## src/rtl/pipeline_hazard_ctrl_if.sv

```systemverilog
// Hazard-unit bus: the pipeline's register addresses, write/branch flags and the
// forwarding/stall/flush controls returned to it.
// master = pipeline datapath side, slave = hazard controller.
interface pipeline_hazard_ctrl_if #(
  parameter int ADDR_W = 3,
  parameter int CNT_W  = 16
);
  logic [ADDR_W-1:0] RA1D, RA2D, RA1E, RA2E;
  logic [ADDR_W-1:0] WA3E, WA3M, WA3W;
  logic              RegWriteM, RegWriteW, MemtoRegE;
  logic              PCSrcD, PCSrcE, PCSrcM, PCSrcW, BranchTakenE;
  logic [1:0]        ForwardAE, ForwardBE;
  logic              StallF, StallD, FlushD, FlushE;
  logic [CNT_W-1:0]  stall_cycles;

  modport master (
    output RA1D, RA2D, RA1E, RA2E, WA3E, WA3M, WA3W,
           RegWriteM, RegWriteW, MemtoRegE,
           PCSrcD, PCSrcE, PCSrcM, PCSrcW, BranchTakenE,
    input  ForwardAE, ForwardBE, StallF, StallD, FlushD, FlushE, stall_cycles
  );

  modport slave (
    input  RA1D, RA2D, RA1E, RA2E, WA3E, WA3M, WA3W,
           RegWriteM, RegWriteW, MemtoRegE,
           PCSrcD, PCSrcE, PCSrcM, PCSrcW, BranchTakenE,
    output ForwardAE, ForwardBE, StallF, StallD, FlushD, FlushE, stall_cycles
  );
endinterface

```

## src/rtl/pipeline_hazard_ctrl.sv

```systemverilog
// Pipeline hazard controller: operand forwarding, load-use stall of MEM_LAT
// cycles, branch/PC-write flushes and a saturating stall-cycle counter.
// Optional macro HAZARD_ZERO_REG_EN: register address 0 is hardwired to zero,
// so it never forwards and never causes a load-use stall.
module pipeline_hazard_ctrl #(
  parameter int ADDR_W  = 3,
  parameter int MEM_LAT = 1,
  parameter int CNT_W   = 16
) (
  input  logic                   clk,
  input  logic                   rst,
  pipeline_hazard_ctrl_if.slave  hz
);

  typedef enum logic {IDLE, LD_WAIT} state_t;

  state_t           state_q, state_d;
  logic [3:0]       cnt_q, cnt_d;
  logic [CNT_W-1:0] stall_cnt_q, stall_cnt_d;

  logic       ldhz, pcpend;
  logic [1:0] fwd_a, fwd_b;
  logic       stall_f, stall_d, flush_d, flush_e;

  // Address match, honouring the hardwired-zero register when enabled.
  function automatic logic addr_hit(input logic [ADDR_W-1:0] a, input logic [ADDR_W-1:0] b);
`ifdef HAZARD_ZERO_REG_EN
    return (a == b) && (a != '0);
`else
    return a == b;
`endif
  endfunction

  // Forwarding select: M result beats W result; independent of FSM state.
  always_comb begin
    fwd_a = 2'b00;
    fwd_b = 2'b00;
    if (!rst) begin
      if (hz.RegWriteM && addr_hit(hz.RA1E, hz.WA3M))      fwd_a = 2'b10;
      else if (hz.RegWriteW && addr_hit(hz.RA1E, hz.WA3W)) fwd_a = 2'b01;
      if (hz.RegWriteM && addr_hit(hz.RA2E, hz.WA3M))      fwd_b = 2'b10;
      else if (hz.RegWriteW && addr_hit(hz.RA2E, hz.WA3W)) fwd_b = 2'b01;
    end
  end

  // Hazard conditions seen by the decode stage.
  always_comb begin
    ldhz   = hz.MemtoRegE && (addr_hit(hz.RA1D, hz.WA3E) || addr_hit(hz.RA2D, hz.WA3E));
    pcpend = hz.PCSrcD || hz.PCSrcE || hz.PCSrcM;
  end

  // Stall/flush controls; Mealy in IDLE, forced stall while waiting on a load.
  always_comb begin
    stall_f = 1'b0;
    stall_d = 1'b0;
    flush_d = 1'b0;
    flush_e = 1'b0;
    if (!rst) begin
      case (state_q)
        LD_WAIT: begin
          stall_f = 1'b1;
          stall_d = 1'b1;
          flush_e = 1'b1;
          flush_d = pcpend || hz.PCSrcW || hz.BranchTakenE;
        end
        default: begin
          stall_d = ldhz;
          stall_f = ldhz || pcpend;
          flush_e = ldhz || hz.BranchTakenE;
          flush_d = pcpend || hz.PCSrcW || hz.BranchTakenE;
        end
      endcase
    end
  end

  // Next state: a taken branch aborts any pending load wait.
  always_comb begin
    state_d = state_q;
    cnt_d   = cnt_q;
    if (hz.BranchTakenE) begin
      state_d = IDLE;
      cnt_d   = 4'd0;
    end else begin
      case (state_q)
        LD_WAIT: begin
          if (cnt_q <= 4'd1) begin
            state_d = IDLE;
            cnt_d   = 4'd0;
          end else begin
            cnt_d   = cnt_q - 4'd1;
          end
        end
        default: begin
          // First stall cycle is spent in IDLE; remaining MEM_LAT-1 in LD_WAIT.
          if (ldhz && (MEM_LAT > 1)) begin
            state_d = LD_WAIT;
            cnt_d   = 4'(MEM_LAT - 1);
          end
        end
      endcase
    end
  end

  // Saturating count of cycles with decode stalled.
  always_comb begin
    stall_cnt_d = stall_cnt_q;
    if (stall_d && (stall_cnt_q != '1)) stall_cnt_d = stall_cnt_q + CNT_W'(1);
  end

  // State, wait counter and performance counter registers.
  always_ff @(posedge clk) begin
    if (rst) begin
      state_q     <= IDLE;
      cnt_q       <= 4'd0;
      stall_cnt_q <= '0;
    end else begin
      state_q     <= state_d;
      cnt_q       <= cnt_d;
      stall_cnt_q <= stall_cnt_d;
    end
  end

  assign hz.ForwardAE    = fwd_a;
  assign hz.ForwardBE    = fwd_b;
  assign hz.StallF       = stall_f;
  assign hz.StallD       = stall_d;
  assign hz.FlushD       = flush_d;
  assign hz.FlushE       = flush_e;
  assign hz.stall_cycles = stall_cnt_q;

endmodule

```

## src/flat_wrapper.sv

```systemverilog
// flat-port wrapper written by rule: the top's interface ports become plain ports
module pipeline_hazard_ctrl_flat 
#(
  parameter int ADDR_W  = 3,
  parameter int MEM_LAT = 1,
  parameter int CNT_W   = 16
)
  (clk, rst, hz_RA1D, hz_RA2D, hz_RA1E, hz_RA2E, hz_WA3E, hz_WA3M, hz_WA3W, hz_RegWriteM, hz_RegWriteW, hz_MemtoRegE, hz_PCSrcD, hz_PCSrcE, hz_PCSrcM, hz_PCSrcW, hz_BranchTakenE, hz_ForwardAE, hz_ForwardBE, hz_StallF, hz_StallD, hz_FlushD, hz_FlushE, hz_stall_cycles);
  pipeline_hazard_ctrl_if #(.ADDR_W(ADDR_W), .CNT_W(CNT_W)) hz_i ();
  input  logic clk;
  input  logic rst;
  input wire logic [$bits(hz_i.RA1D)-1:0] hz_RA1D;
  input wire logic [$bits(hz_i.RA2D)-1:0] hz_RA2D;
  input wire logic [$bits(hz_i.RA1E)-1:0] hz_RA1E;
  input wire logic [$bits(hz_i.RA2E)-1:0] hz_RA2E;
  input wire logic [$bits(hz_i.WA3E)-1:0] hz_WA3E;
  input wire logic [$bits(hz_i.WA3M)-1:0] hz_WA3M;
  input wire logic [$bits(hz_i.WA3W)-1:0] hz_WA3W;
  input wire logic [$bits(hz_i.RegWriteM)-1:0] hz_RegWriteM;
  input wire logic [$bits(hz_i.RegWriteW)-1:0] hz_RegWriteW;
  input wire logic [$bits(hz_i.MemtoRegE)-1:0] hz_MemtoRegE;
  input wire logic [$bits(hz_i.PCSrcD)-1:0] hz_PCSrcD;
  input wire logic [$bits(hz_i.PCSrcE)-1:0] hz_PCSrcE;
  input wire logic [$bits(hz_i.PCSrcM)-1:0] hz_PCSrcM;
  input wire logic [$bits(hz_i.PCSrcW)-1:0] hz_PCSrcW;
  input wire logic [$bits(hz_i.BranchTakenE)-1:0] hz_BranchTakenE;
  output wire logic [$bits(hz_i.ForwardAE)-1:0] hz_ForwardAE;
  output wire logic [$bits(hz_i.ForwardBE)-1:0] hz_ForwardBE;
  output wire logic [$bits(hz_i.StallF)-1:0] hz_StallF;
  output wire logic [$bits(hz_i.StallD)-1:0] hz_StallD;
  output wire logic [$bits(hz_i.FlushD)-1:0] hz_FlushD;
  output wire logic [$bits(hz_i.FlushE)-1:0] hz_FlushE;
  output wire logic [$bits(hz_i.stall_cycles)-1:0] hz_stall_cycles;
  assign hz_i.RA1D = hz_RA1D;
  assign hz_i.RA2D = hz_RA2D;
  assign hz_i.RA1E = hz_RA1E;
  assign hz_i.RA2E = hz_RA2E;
  assign hz_i.WA3E = hz_WA3E;
  assign hz_i.WA3M = hz_WA3M;
  assign hz_i.WA3W = hz_WA3W;
  assign hz_i.RegWriteM = hz_RegWriteM;
  assign hz_i.RegWriteW = hz_RegWriteW;
  assign hz_i.MemtoRegE = hz_MemtoRegE;
  assign hz_i.PCSrcD = hz_PCSrcD;
  assign hz_i.PCSrcE = hz_PCSrcE;
  assign hz_i.PCSrcM = hz_PCSrcM;
  assign hz_i.PCSrcW = hz_PCSrcW;
  assign hz_i.BranchTakenE = hz_BranchTakenE;
  assign hz_ForwardAE = hz_i.ForwardAE;
  assign hz_ForwardBE = hz_i.ForwardBE;
  assign hz_StallF = hz_i.StallF;
  assign hz_StallD = hz_i.StallD;
  assign hz_FlushD = hz_i.FlushD;
  assign hz_FlushE = hz_i.FlushE;
  assign hz_stall_cycles = hz_i.stall_cycles;
  pipeline_hazard_ctrl #(.ADDR_W(ADDR_W), .MEM_LAT(MEM_LAT), .CNT_W(CNT_W)) u_core (.clk(clk), .rst(rst), .hz(hz_i));
endmodule
```

## config.mk

```make
export PLATFORM = sky130hd
export DESIGN_NAME = pipeline_hazard_ctrl_flat
export DESIGN_NICKNAME = d
export VERILOG_FILES = /design/src/rtl/pipeline_hazard_ctrl_if.sv /design/src/rtl/pipeline_hazard_ctrl.sv /design/src/flat_wrapper.sv
export SDC_FILE = /design/constraint.sdc
export NUM_CORES = 1
export LEC_CHECK = 0
export ABC_AREA = 1
export CELL_PAD_IN_SITES_DETAIL_PLACEMENT = 1
export CELL_PAD_IN_SITES_GLOBAL_PLACEMENT = 1
export CORE_UTILIZATION = 32
export CTS_CLUSTER_DIAMETER = 60
export CTS_CLUSTER_SIZE = 25
export DETAILED_ROUTE_END_ITERATION = 8
export PLACE_DENSITY = 0.86
export SLEW_MARGIN = 0
export SYNTH_ARGS = -nofsm -noshare
export SYNTH_HDL_FRONTEND = slang
export SYNTH_SLANG_ARGS = --single-unit
export TNS_END_PERCENT = 50
```

## constraint.sdc

```tcl
create_clock -name clk -period 4.4 [get_ports clk]
set_input_delay 0.88 -clock clk [delete_from_list [all_inputs] [get_ports clk]]
set_output_delay 0.88 -clock clk [all_outputs]
set_load 0.01 [all_outputs]
```

After elaboration in Yosys (flattened, before gate mapping)
Cells that the tools add are included.
{"block": "classes", "add_sub_neg": 2, "n_lt_le_gt_ge": 1, "n_eq_ne": 7, "muxes": 15, "n_bitwise": 1, "reduce_logical": 15}
{"op": "3-bit equality test", "count": 6}
{"op": "16-bit by 1-bit adder with 16-bit output (second input constant)", "count": 1}
{"op": "16-bit != test (second input constant)", "count": 1}
{"op": "1-bit two-way mux", "count": 10}
{"op": "2-bit two-way mux", "count": 4}
{"op": "1-bit logical OR", "count": 7}
{"op": "1-bit logical AND", "count": 6}
{"op": "4-bit by 1-bit less-or-equal comparator with 1-bit output (second input constant)", "count": 1}
{"op": "4-bit two-way mux", "count": 1}
{"op": "4-bit by 1-bit subtractor with 4-bit output (second input constant)", "count": 1}
{"op": "3-bit OR reduction", "count": 1}
{"op": "2-bit OR reduction", "count": 1}
{"op": "1-bit inverter", "count": 1}
{"block": "totals", "ff_bits": 21, "input_bits": 31, "out_inout_bits": 24, "wordCells": 44}

Depth between registers and ports, before layout
{"block": "logic_depth", "word_depth": 6, "mapped_depth": 12, "ltp_nobuf": 11}

Worst setup path before layout
Ideal clock, no wire load.
{"block": "synth_timing", "kind": "input to output", "from": "input rst", "to": "output hz_ForwardAE[0]", "arrival_time_ps": 1612, "required_ps": 3520, "setup_slack_ps": 1908, "cell_stages": 6, "path_buffers": 1, "cell_sequence": "buf_2 clkinv_1 nand2_1 a21oi_1 nand3_1 a21oi_1"}
{"block": "synth_via", "elab_chain_len": 1}
{"item": "start, declared", "line": "flat_wrapper.sv:11", "rtl": "input logic rst;"}
{"item": "2-bit two-way mux", "line": "pipeline_hazard_ctrl.sv:38", "rtl": "if (!rst) begin"}
{"item": "end, declared", "line": "flat_wrapper.sv:27", "rtl": "output wire logic [$bits(hz_i.ForwardAE)-1:0] hz_ForwardAE;"}
No other way between the ends.

Worst setup path after layout
{"block": "layout_timing", "from": "input rst", "to": "output hz_FlushE"}
{"block": "layout_via", "elab_chain_len": 1}
{"item": "1-bit two-way mux", "line": "pipeline_hazard_ctrl.sv:58", "rtl": "if (!rst) begin"}
{"item": "end, declared", "line": "flat_wrapper.sv:32", "rtl": "output wire logic [$bits(hz_i.FlushE)-1:0] hz_FlushE;"}
No other way between the ends.

==> results.json <==
{
  "worst_slack_ns": 0.744,
  "clock-sinks": 21,
  "start_kind": "primary input",
  "top_layer": "met3",
  "fin_skew_ns": 0.00935,
  "worstHoldStart": "u_core.cnt_q[2]",
  "crit_path_cell_trace": "clkdlybuf4s50_1 -> clkinv_1 -> buf_4 -> nand2_1 -> nand2_1 -> clkdlybuf4s50_1",
  "total_power_mw": 0.413,
  "die_y_microns": 72.7,
  "ir_drop_mv": 0.109,
  "async_flop_share_pct": 0,
  "end_kind": "output pin",
  "synth.avg_cell_area_sq_um": 6.03,
  "nFillCells": 656,
  "startpoint": "rst",
  "wl_met3_microns": 132,
  "start_util_pct": 33.6,
  "cts_tree": "yes",
  "viasPerCell": 4.63,
  "drc_errors": 0,
  "layout_commonest_cell": "nand2_1",
  "grt_max_degree": 26,
  "p_leak_nw": 0.974,
  "slew_headroom_pct": 73.5,
  "path_clk_slew_ns": 0.08,
  "cpPeakStageDelay_ns": 0.66,
  "track_usage_pct": 18.3,
  "post-route-util_pct": 47.3,
  "cts-root-buf": "clkbuf_8",
  "regArea_sq_um": 420,
  "synth_ff_type": "dfxtp_1",
  "post-place-ws_ns": 0.737,
  "dpl.hpwl_mm": 3.66,
  "post-cts-setup-buffer-count": 0,
  "synth_nets": 299,
  "io_buffers": 54,
  "stdcell_count": 387,
  "dr_wl_met2_mm": 2.35,
  "synth_top_family_by_area": "simple AND/OR/NAND/NOR gates",
  "post_route_cells_drive_above_1_share_pct": 7.81,
  "regToRegStartpoint": "u_core.hz.stall_cycles[0]",
  "period_share_pct": 83.1,
  "crit_arrival_ns": 2.78,
  "design_area_sq_mm": 0.00225,
  "hold_viol": 0,
  "required_ns": 3.52,
  "cpLargestDelayFamily": "buffers and inverters",
  "setup_viol": 0,
  "die_x_microns": 72.7,
  "top_level_ports": 55,
  "area_growth_pct": 40.6,
  "dp.cells": 383,
  "fin_nets": 355,
  "numCtsBuffers": 3,
  "cp_max_fo": 11,
  "antenna_cells": 0,
  "dr_total_vias": 1791,
  "cellPowerDensity_mw_per_mm2": 184,
  "die_area_sq_mm": 0.00528,
  "path_class": "primary input to output pin",
  "hold_class": "flop to flop",
  "antenna_left": 0,
  "place.gp.congestion": 0.807,
  "synthSimpleGateAreaFrac_pct": 45.3,
  "grt_pass1_vias": 1806,
  "avgRoutedWirePerCell_microns": 11.5,
  "synth_mux_area_share_pct": 0,
  "synth_warnings": 0,
  "synth-seq-area-share_pct": 26.3,
  "wl_mm": 4.44,
  "synth_compound_area_share_pct": 9.16,
  "drv_slew": 0,
  "htreeDepth": 1,
  "drt-pass1-iter-count": 4,
  "multi_input_area_sq_um": 968,
  "grt_overflow_total": 0,
  "max_freq_mhz": 274,
  "synth-edff-count": 0,
  "synthesis.area_sq_mm": 0.00160,
  "status": "finished, final reports clean",
  "tightest_slew_ns": 0.394,
  "antenna_found_initial": 0,
  "place_area_sq_mm": 0.00220,
  "cts_hold_buf": 0,
  "rows": 25,
  "synthAdderAreaFrac_pct": 2.35,
  "rsz0062_at_grt": "no",
  "drt_iter0_drc": 51,
  "slowest_stage": "clkdlybuf4s50_1",
  "synthXorXnorAreaFrac_pct": 3.84,
  "cp.buffers_inverters": 4,
  "layout_common_cells": "80 x nand2_1, 54 x clkdlybuf4s50_1, 44 x inv_1, 33 x nor2_1, 21 x dfxtp_1",
  "ys_types": 30,
  "fin_setup_tns_ns": 0,
  "hold_ws_ns": 0.505,
  "grt_pass1_wl_mm": 7.76,
  "clk_path_buf_depth": 2,
  "cts-resized-gates": 0,
  "core-area_sq_mm": 0.00475,
  "drv_cap": 0,
  "min_period_ns": 3.66,
  "netlist_instances": 265,
  "ys_seq_elements": 21,
  "met1_length_mm": 1.96,
  "insertion_delay_ns": 0.27
}
-- area by class of cell --
cell class | instances | area share (%)
tap | 67 | 3.73
timing repair buffer | 56 | 24.7
clock buffer | 3 | 1.84
clock inverter | 1 | 0.223
sequential | 21 | 18.7
multi-input combinational | 193 | 43.1
inverter | 46 | 7.68
-- state kept, by name (all words and copies together), names as in the netlist --
| register | cells |
|---|---|
| u_core.state_q | 1 |
| u_core.cnt_q | 4 |
| u_core.hz.stall_cycles | 16 |
-- Yosys cell counts, types with 2 or more instances --
cell / count / area share (%)
a211oi_1: 2 / 0.94
nor2_1: 33 / 7.8
nand3_1: 16 / 5.0
nor3_1: 3 / 0.94
or2_2: 2 / 0.78
xor2_1: 2 / 1.1
nand3_2: 3 / 1.9
o22ai_1: 3 / 1.2
o21ai_0: 5 / 1.6
a21oi_1: 15 / 4.7
nand2_1: 80 / 19
ha_1: 3 / 2.3
nand4_1: 4 / 1.6
inv_1: 44 / 10
nand3b_1: 2 / 0.94
dfxtp_1: 21 / 26
xnor2_1: 5 / 2.7
buf_2: 2 / 0.63
nand2_2: 4 / 1.6
buf_4: 2 / 0.94
nor2_4: 3 / 2.1
nor2_2: 3 / 1.2
-- metal layers --
metal | global-route usage [%] | vias to the layer above
li1 | - | 933
met1 | 21.7 | 825
met2 | 35.2 | 33
met3 | 3.18 | 0
met4 | 1.96 | 0
met5 | 0 | -
-- power by group --
group | internal [mW] | switching, mW | total (mW)
Combinational | 0.0471 | 0.0390 | 0.0861
Sequential | 0.192 | 0.00220 | 0.194
Clock | 0.0633 | 0.0699 | 0.133
-- worst register-to-register path: cells and delay by family (launching register included) --
family                   cells  cell delay (ns)
AND/OR/NAND/NOR              9             1.00
flip-flops                   1             0.39
adder cells (fa/ha/maj)      1             0.21
-- path summary, 6_finish.rpt --
kind / cells after the start / end / slack (ns)
max: 6 / hz_FlushE / 0.74
max reg2reg: 10 / u_core.hz.stall_cycles[15] / 2.69
min: 2 / u_core.cnt_q[2] / 0.50
min reg2reg: 2 / u_core.cnt_q[2] / 0.50
-- kinds of logic after synthesis --
logic type	Yosys count
buffers and inverters	51
DFF	21
xor gates and xnor gates	7
and+or+nand+nor	156
adders and majority gates	3
AOI/OAI and AO/OA	27
Power figures use the tool's default switching activity.
